$ cat config.mk
export PLATFORM = sky130hd
export DESIGN_NAME = ps2_scancode_rx
export DESIGN_NICKNAME = d
export VERILOG_FILES = /design/src/rtl/ps2_scancode_rx_pkg.sv /design/src/rtl/ps2_evt_fifo.sv /design/src/rtl/ps2_scancode_rx.sv
export SDC_FILE = /design/constraint.sdc
export NUM_CORES = 1
export LEC_CHECK = 0
export ABC_AREA = 0
export CORE_AREA = 2 2 86 88
export DETAILED_ROUTE_END_ITERATION = 7
export DIE_AREA = 0 0 88 90
export GPL_ROUTABILITY_DRIVEN = 0
export GPL_TIMING_DRIVEN = 0
export PLACE_DENSITY = 0.82
export SYNTH_ARGS = -nofsm -noshare
export SYNTH_HDL_FRONTEND = slang
export SYNTH_HIERARCHICAL = 1
export SYNTH_SLANG_ARGS = --single-unit
$ cat constraint.sdc
create_clock -name CLOCK_50 -period 6.25 [get_ports CLOCK_50]
set_input_delay 1.5625 -clock CLOCK_50 [delete_from_list [all_inputs] [get_ports CLOCK_50]]
set_output_delay 1.5625 -clock CLOCK_50 [all_outputs]
set_load 0.005 [all_outputs]
$ cat src/rtl/ps2_scancode_rx_pkg.sv
// rtl/ps2_scancode_rx_pkg.sv - shared constants, FSM states and event layout for the PS/2 receiver
package ps2_scancode_rx_pkg;

  localparam logic [7:0] PREFIX_EXT = 8'hE0;
  localparam logic [7:0] PREFIX_BRK = 8'hF0;
  localparam int         EVT_W      = 10;

  typedef enum logic [1:0] {
    ST_IDLE   = 2'd0,
    ST_DATA   = 2'd1,
    ST_PARITY = 2'd2,
    ST_STOP   = 2'd3
  } rx_state_e;

  // Event word as stored in the FIFO: {ext, brk, code}
  typedef struct packed {
    logic       ext;
    logic       brk;
    logic [7:0] code;
  } evt_t;

  // Parity bit plus data byte must carry an odd number of ones
  function automatic logic odd_parity_ok(input logic [7:0] data, input logic par);
    return ^{par, data};
  endfunction

endpackage

$ cat src/rtl/ps2_evt_fifo.sv
// rtl/ps2_evt_fifo.sv - show-ahead event FIFO that drops new entries when full
module ps2_evt_fifo #(
  parameter int WIDTH = 10,
  parameter int DEPTH = 4
) (
  input  logic             clk,
  input  logic             rst,
  input  logic             push,
  input  logic [WIDTH-1:0] push_data,
  input  logic             pop_ready,
  output logic             valid,
  output logic [WIDTH-1:0] head,
  output logic             overflow
);

  localparam int AW = $clog2(DEPTH);

  logic [WIDTH-1:0] mem_q [DEPTH];
  logic [AW-1:0]    wr_ptr_q, wr_ptr_d;
  logic [AW-1:0]    rd_ptr_q, rd_ptr_d;
  logic [AW:0]      count_q, count_d;
  logic             empty, full, pop, wr_en;

  assign empty    = (count_q == '0);
  assign full     = (count_q == (AW+1)'(DEPTH));
  assign pop      = pop_ready && !empty;
  // A pop frees the slot in the same cycle, so a push into a full FIFO is still taken
  assign wr_en    = push && (!full || pop);
  assign overflow = push && full && !pop;
  assign valid    = !empty;
  assign head     = empty ? '0 : mem_q[rd_ptr_q];

  // Pointer and occupancy next-state
  always_comb begin
    wr_ptr_d = wr_ptr_q;
    rd_ptr_d = rd_ptr_q;
    count_d  = count_q;
    if (wr_en) wr_ptr_d = wr_ptr_q + 1'b1;
    if (pop)   rd_ptr_d = rd_ptr_q + 1'b1;
    case ({wr_en, pop})
      2'b10:   count_d = count_q + 1'b1;
      2'b01:   count_d = count_q - 1'b1;
      default: count_d = count_q;
    endcase
  end

  // Pointer and occupancy registers
  always_ff @(posedge clk or posedge rst) begin
    if (rst) begin
      wr_ptr_q <= '0;
      rd_ptr_q <= '0;
      count_q  <= '0;
    end else begin
      wr_ptr_q <= wr_ptr_d;
      rd_ptr_q <= rd_ptr_d;
      count_q  <= count_d;
    end
  end

  // Storage; contents are only visible through head while non-empty
  always_ff @(posedge clk) begin
    if (wr_en) mem_q[wr_ptr_q] <= push_data;
  end

endmodule

$ cat src/rtl/ps2_scancode_rx.sv
// rtl/ps2_scancode_rx.sv - PS/2 keyboard receiver: sync, deglitch, frame, prefix decode, event FIFO
module ps2_scancode_rx
  import ps2_scancode_rx_pkg::*;
#(
  parameter int SYNC_STAGES    = 2,
  parameter int FILTER_LEN     = 8,
  parameter int TIMEOUT_CYCLES = 100000,
  parameter int FIFO_DEPTH     = 4
) (
  input  logic       CLOCK_50,
  input  logic       reset,
  input  logic       PS2_CLK,
  input  logic       PS2_DAT,
  output logic       evt_valid,
  input  logic       evt_ready,
  output logic [7:0] evt_code,
  output logic       evt_break,
  output logic       evt_ext,
  output logic       frame_err,
  output logic       overflow,
  output logic       rx_busy
);

  localparam int FW = $clog2(FILTER_LEN + 1);
  localparam int TW = $clog2(TIMEOUT_CYCLES + 1);

  logic [SYNC_STAGES-1:0] clk_sync_q, clk_sync_d;
  logic [SYNC_STAGES-1:0] dat_sync_q, dat_sync_d;
  logic                   clk_s, dat_s;

  logic [FW-1:0] flt_cnt_q, flt_cnt_d;
  logic          flt_clk_q, flt_clk_d;
  logic          flt_prev_q, flt_prev_d;
  logic          strobe;

  rx_state_e     state_q;
  logic [2:0]    bit_cnt_q;
  logic [7:0]    shift_q;
  logic          par_ok_q;
  logic [7:0]    byte_q;
  logic          byte_vld_q;
  logic          frame_err_q;
  logic [TW-1:0] timer_q;

  logic          ext_q, ext_d;
  logic          brk_q, brk_d;
  logic          push;
  evt_t          push_evt;
  logic [EVT_W-1:0] head;

  // Shift raw pins into the synchroniser chains
  always_comb begin
    clk_sync_d = {clk_sync_q[SYNC_STAGES-2:0], PS2_CLK};
    dat_sync_d = {dat_sync_q[SYNC_STAGES-2:0], PS2_DAT};
  end

  assign clk_s = clk_sync_q[SYNC_STAGES-1];
  assign dat_s = dat_sync_q[SYNC_STAGES-1];

  // Filtered clock flips only after FILTER_LEN consecutive disagreeing samples
  always_comb begin
    flt_cnt_d  = '0;
    flt_clk_d  = flt_clk_q;
    flt_prev_d = flt_clk_q;
    if (clk_s != flt_clk_q) begin
      if (flt_cnt_q == FW'(FILTER_LEN - 1)) flt_clk_d = clk_s;
      else                                  flt_cnt_d = flt_cnt_q + 1'b1;
    end
  end

  // Falling edge of the filtered clock samples one frame bit
  assign strobe = flt_prev_q & ~flt_clk_q;

  // Synchroniser and filter registers; idle line level is high
  always_ff @(posedge CLOCK_50 or posedge reset) begin
    if (reset) begin
      clk_sync_q <= '1;
      dat_sync_q <= '1;
      flt_cnt_q  <= '0;
      flt_clk_q  <= 1'b1;
      flt_prev_q <= 1'b1;
    end else begin
      clk_sync_q <= clk_sync_d;
      dat_sync_q <= dat_sync_d;
      flt_cnt_q  <= flt_cnt_d;
      flt_clk_q  <= flt_clk_d;
      flt_prev_q <= flt_prev_d;
    end
  end

  // Frame FSM: start, 8 data bits LSB-first, odd parity, stop, with inter-bit timeout
  always_ff @(posedge CLOCK_50 or posedge reset) begin
    if (reset) begin
      state_q     <= ST_IDLE;
      bit_cnt_q   <= '0;
      shift_q     <= '0;
      par_ok_q    <= 1'b0;
      byte_q      <= '0;
      byte_vld_q  <= 1'b0;
      frame_err_q <= 1'b0;
      timer_q     <= '0;
    end else begin
      byte_vld_q  <= 1'b0;
      frame_err_q <= 1'b0;
      // Timer reads k on the k-th cycle after a strobe so the abort lands TIMEOUT_CYCLES after it
      if (strobe)                  timer_q <= TW'(1);
      else if (state_q != ST_IDLE) timer_q <= timer_q + 1'b1;
      else                         timer_q <= '0;

      if (strobe) begin
        case (state_q)
          ST_IDLE: begin
            if (!dat_s) begin
              state_q   <= ST_DATA;
              bit_cnt_q <= '0;
            end
          end
          ST_DATA: begin
            shift_q   <= {dat_s, shift_q[7:1]};
            bit_cnt_q <= bit_cnt_q + 1'b1;
            if (bit_cnt_q == 3'd7) state_q <= ST_PARITY;
          end
          ST_PARITY: begin
            par_ok_q <= odd_parity_ok(shift_q, dat_s);
            state_q  <= ST_STOP;
          end
          ST_STOP: begin
            if (par_ok_q && dat_s) begin
              byte_q     <= shift_q;
              byte_vld_q <= 1'b1;
            end else begin
              frame_err_q <= 1'b1;
            end
            state_q <= ST_IDLE;
          end
          default: state_q <= ST_IDLE;
        endcase
      end else if (state_q != ST_IDLE && timer_q == TW'(TIMEOUT_CYCLES - 1)) begin
        state_q     <= ST_IDLE;
        frame_err_q <= 1'b1;
      end
    end
  end

  assign rx_busy   = (state_q != ST_IDLE);
  assign frame_err = frame_err_q;

  // Prefix folding: E0/F0 set flags, any other byte emits an event; errors drop pending prefixes
  always_comb begin
    ext_d         = ext_q;
    brk_d         = brk_q;
    push          = 1'b0;
    push_evt.ext  = ext_q;
    push_evt.brk  = brk_q;
    push_evt.code = byte_q;
    if (frame_err_q) begin
      ext_d = 1'b0;
      brk_d = 1'b0;
    end else if (byte_vld_q) begin
      if (byte_q == PREFIX_EXT) begin
        ext_d = 1'b1;
      end else if (byte_q == PREFIX_BRK) begin
        brk_d = 1'b1;
      end else begin
        push  = 1'b1;
        ext_d = 1'b0;
        brk_d = 1'b0;
      end
    end
  end

  // Prefix flag registers
  always_ff @(posedge CLOCK_50 or posedge reset) begin
    if (reset) begin
      ext_q <= 1'b0;
      brk_q <= 1'b0;
    end else begin
      ext_q <= ext_d;
      brk_q <= brk_d;
    end
  end

  ps2_evt_fifo #(
    .WIDTH (EVT_W),
    .DEPTH (FIFO_DEPTH)
  ) u_fifo (
    .clk       (CLOCK_50),
    .rst       (reset),
    .push      (push),
    .push_data (push_evt),
    .pop_ready (evt_ready),
    .valid     (evt_valid),
    .head      (head),
    .overflow  (overflow)
  );

  assign {evt_ext, evt_break, evt_code} = head;

endmodule

==> impl_metrics.csv <==
group,metric,value,unit
logic_synthesis,synth_compound_area_frac,0.0360,
cells_and_area,final_util,0.691,
min_path,hp-class,"flip-flop to flip-flop",
timing,rsz0062_at_grt,"false",
logic_synthesis,seq_area_frac_synth,0.623,
clock_network,worstSkewPairLatency,0.37,ns
timing,skew,0.0144,ns
pwr,powerDensity,309,nW/µm²
route,wire_per_inst,15.5,µm
clock_network,clockRootBuffer,"clkbuf_8",
logic_synthesis,yosys.area_share.xor_xnor,0.0544,
cells_and_area,final_cell_mix,"dfrtp_1 (54), edfxtp_1 (40), nor2_1 (19)",
logic_synthesis,synth_seq_cells,100,
logic_synthesis,synth_area,4350,µm²
route,drt_iter0_drc,161,
logic_synthesis,synth-edff-count,40,
timing,fin_crit_sh,0.733,
placement,port_buffers,18,
worst_setup_path,startpoint_type,"input pin",
worst_setup_path,r2r_start,"byte_q[3]",
logic_synthesis,synth_top_family_by_area,"simple AND/OR/NAND/NOR gates",
pwr,seq_power_share,0.503,
worst_setup_path,r2r_end,"u_fifo/count_q[2]",
clock_network,cts_max_level,3,
floorplan,num_rows,31,
cells_and_area,multi_input_area,1540,µm²
global_routing,antenna_found_initial,0,
timing,slew_viol_final,0,
logic_synthesis,synth.distinct_cells,42,
clock_network,cts_buffers,9,
cells_and_area,final_cell_area,4850,µm²
global_routing,grt_max_degree,35,
worst_setup_path,endpoint_kind,"primary output",
logic_synthesis,synth_top_area_share,0.311,
worst_setup_path,worstPathArrival,3.02,ns
clock_network,cts.sinks,100,
logic_synthesis,ys_warn_count,6,
cells_and_area,nets,362,
cells_and_area,area_growth,11.6,%
run,max-cap-violations,0,
floorplan,die_x,88,µm
logic_synthesis,synth-simple-area-share,0.120,
pwr,power.net_switching,0.423,mW
placement,placed_area,4670,µm²
logic_synthesis,synth-main-ff-cell,"dfrtp_1",
floorplan,io_pins,19,
timing,finalSetupViolCount,0,
pwr,swShare,0.282,
global_routing,gr-total-overflow,0,
worst_setup_path,crit_fanout,3,
logic_synthesis,synth_adder_area_share,0.0449,
route,route.detailed.drc,0,
worst_setup_path,worstRegToRegCells,11,
timing,worstMarginPinSlew,0.706,ns
logic_synthesis,synthTopCellsByArea,"dfrtp_1 (31%), edfxtp_1 (28%), mux2_2 (4.4%)",
pwr,vdd_drop_max,0.000202,V
outcome,status,"complete, no violations",
logic_synthesis,syn-num-nets,332,
clock_network,cts_resized,0,
route,vias,2468,
logic_synthesis,ys_async_sr_fraction,0.600,
placement,dp.cells,430,
clock_network,cts_setup_buffers,0,
cells_and_area,drive_above_1_share,0.170,
route,viasPerCell,5.53,
clock_network,cts_tree,"done",
clock_network,clockBufferDepth,2,
cells_and_area,regArea,2710,µm²
pwr,combPwrFrac,0.241,
placement,dp_hpwl,4750,µm
worst_setup_path,required,4.69,ns
route,ant_nets,0,
min_path,hold_depth,0,
worst_setup_path,worst-setup-path-type,"input pin to primary output",
floorplan,fp.coreArea,7020,µm²
cells_and_area,final_common_cell,"dfrtp_1",
cells_and_area,fill_cells,520,
floorplan,initial_core_util,0.619,
cells_and_area,fin_cells,446,
pwr,power,1.50,mW
route,firstDrtPassIters,4,
min_path,hold_end,"dat_sync_q[1]",
logic_synthesis,yosysTopAreaCell,"dfrtp_1",
worst_setup_path,rrSetupSlack,3.48,ns
timing,setup_ws,1.67,ns
placement,place_ws,1.65,ns
pwr,p_clk_frac,0.256,
clock_network,ctsHoldBuffers,0,
logic_synthesis,synthesis.instances,312,
floorplan,die_h,90,µm
route,drt_wl_total,6890,µm
global_routing,grt_pass1_vias,2577,
cells_and_area,diodes,0,
logic_synthesis,synth.mux.area_fraction,0.0998,
pwr,p_leak,2.02,nW
timing,slew-limit-headroom,0.523,
min_path,hp-start,"dat_sync_q[0]",
timing,fin_crit,4.58,ns
global_routing,track_usage,0.197,
logic_synthesis,avgSynthCellArea,13.9,µm²
global_routing,grt_pass1_wl,12000,µm
pwr,p_int,1.08,mW
clock_network,clk_pin_slew_worst_paths,0.09,ns
timing,report.final.hold_viol_count,0,
timing,fmax,218,MHz
timing,tns,0,ns
floorplan,die_area,7920,µm²
timing,hold_ws,0.360,ns
## power groups by stage
stage / Clock [mW] / Sequential, mW / Combinational [mW]
after global placement: 0 / 0.765 / 0.353
after floorplan: 0 / 0.758 / 0.241
after detailed placement: 0 / 0.768 / 0.366
after global routing: 0.419 / 0.762 / 0.405
final: 0.384 / 0.754 / 0.361
after CTS: 0.395 / 0.754 / 0.368
## registers in the layout (all words and copies together), names as in the netlist
name and count:
u_fifo/rd_ptr_q 2, brk_q 1, flt_cnt_q 4, clk_sync_q 2, dat_sync_q 2, bit_cnt_q 3
ext_q 1, u_fifo/mem_q 40, byte_vld_q 1, state_q 2, shift_q 8, byte_q 8
flt_prev_q 1, flt_clk_q 1, u_fifo/count_q 3, u_fifo/wr_ptr_q 2, par_ok_q 1, frame_err 1
timer_q 17
## worst max path at each step
stage	startpoint	to	slack [ns]	depth (start not counted)
final	evt_ready	overflow	1.67	4
after global routing	evt_ready	overflow	1.57	4
after CTS	evt_ready	overflow	1.65	4
after detailed placement	evt_ready	overflow	1.65	4
after global placement	evt_ready	overflow	1.67	4
after floorplan	evt_ready	overflow	2.70	2
## layer usage
metal,up-vias,share of wire,track usage
met4,0,0.022,0.0872
met5,-,0,0
met2,34,0.51,0.317
met3,11,0.027,0.0386
met1,1248,0.44,0.258
li1,1175,-,-
## cell usage after synthesis (2+ instances only)
cell type   n
dfstp_2     6
nand3_1    10
nand2b_1    2
nor2_1     19
o21ai_0    11
ha_1       14
inv_1      15
a21oi_1     9
mux4_2      8
and2_1     17
nor3_1      6
or3_1       6
a32o_1      2
xor2_1     10
edfxtp_1   40
mux2_2     17
nand2_1    18
mux4_1      2
and3_1      2
buf_2       2
buf_6       2
nor2b_1     2
dfrtp_1    54
xnor2_1    17
nand4_1     4
## kinds of logic (layout without fill, tap and decap cells)
logic type / after synthesis / after routing
DFF: 100 / 100
xor gates and xnor gates: 27 / 27
and+or+nand+nor: 95 / 95
adders and majority gates: 15 / 15
AOI/OAI and AO/OA: 26 / 26
buffers and inverters: 21 / 56
muxes: 28 / 28
## worst max-delay path, cell delays in order
cell and delay (ns):
clkdlybuf4s50_1 0.46, nor4b_2 0.33, and2_1 0.18, clkdlybuf4s50_1 0.49
## layout make-up
class,instances,area share
Sequential cell,100,0.558
Tap cell,99,0.0255
Clock inverter,7,0.0116
Clock buffer,9,0.0255
Multi-Input combinational cell,191,0.318
Timing Repair Buffer,19,0.0412
Inverter,15,0.0116
Buffer,6,0.00825
No activity file was read; power rests on OpenSTA's default activity.
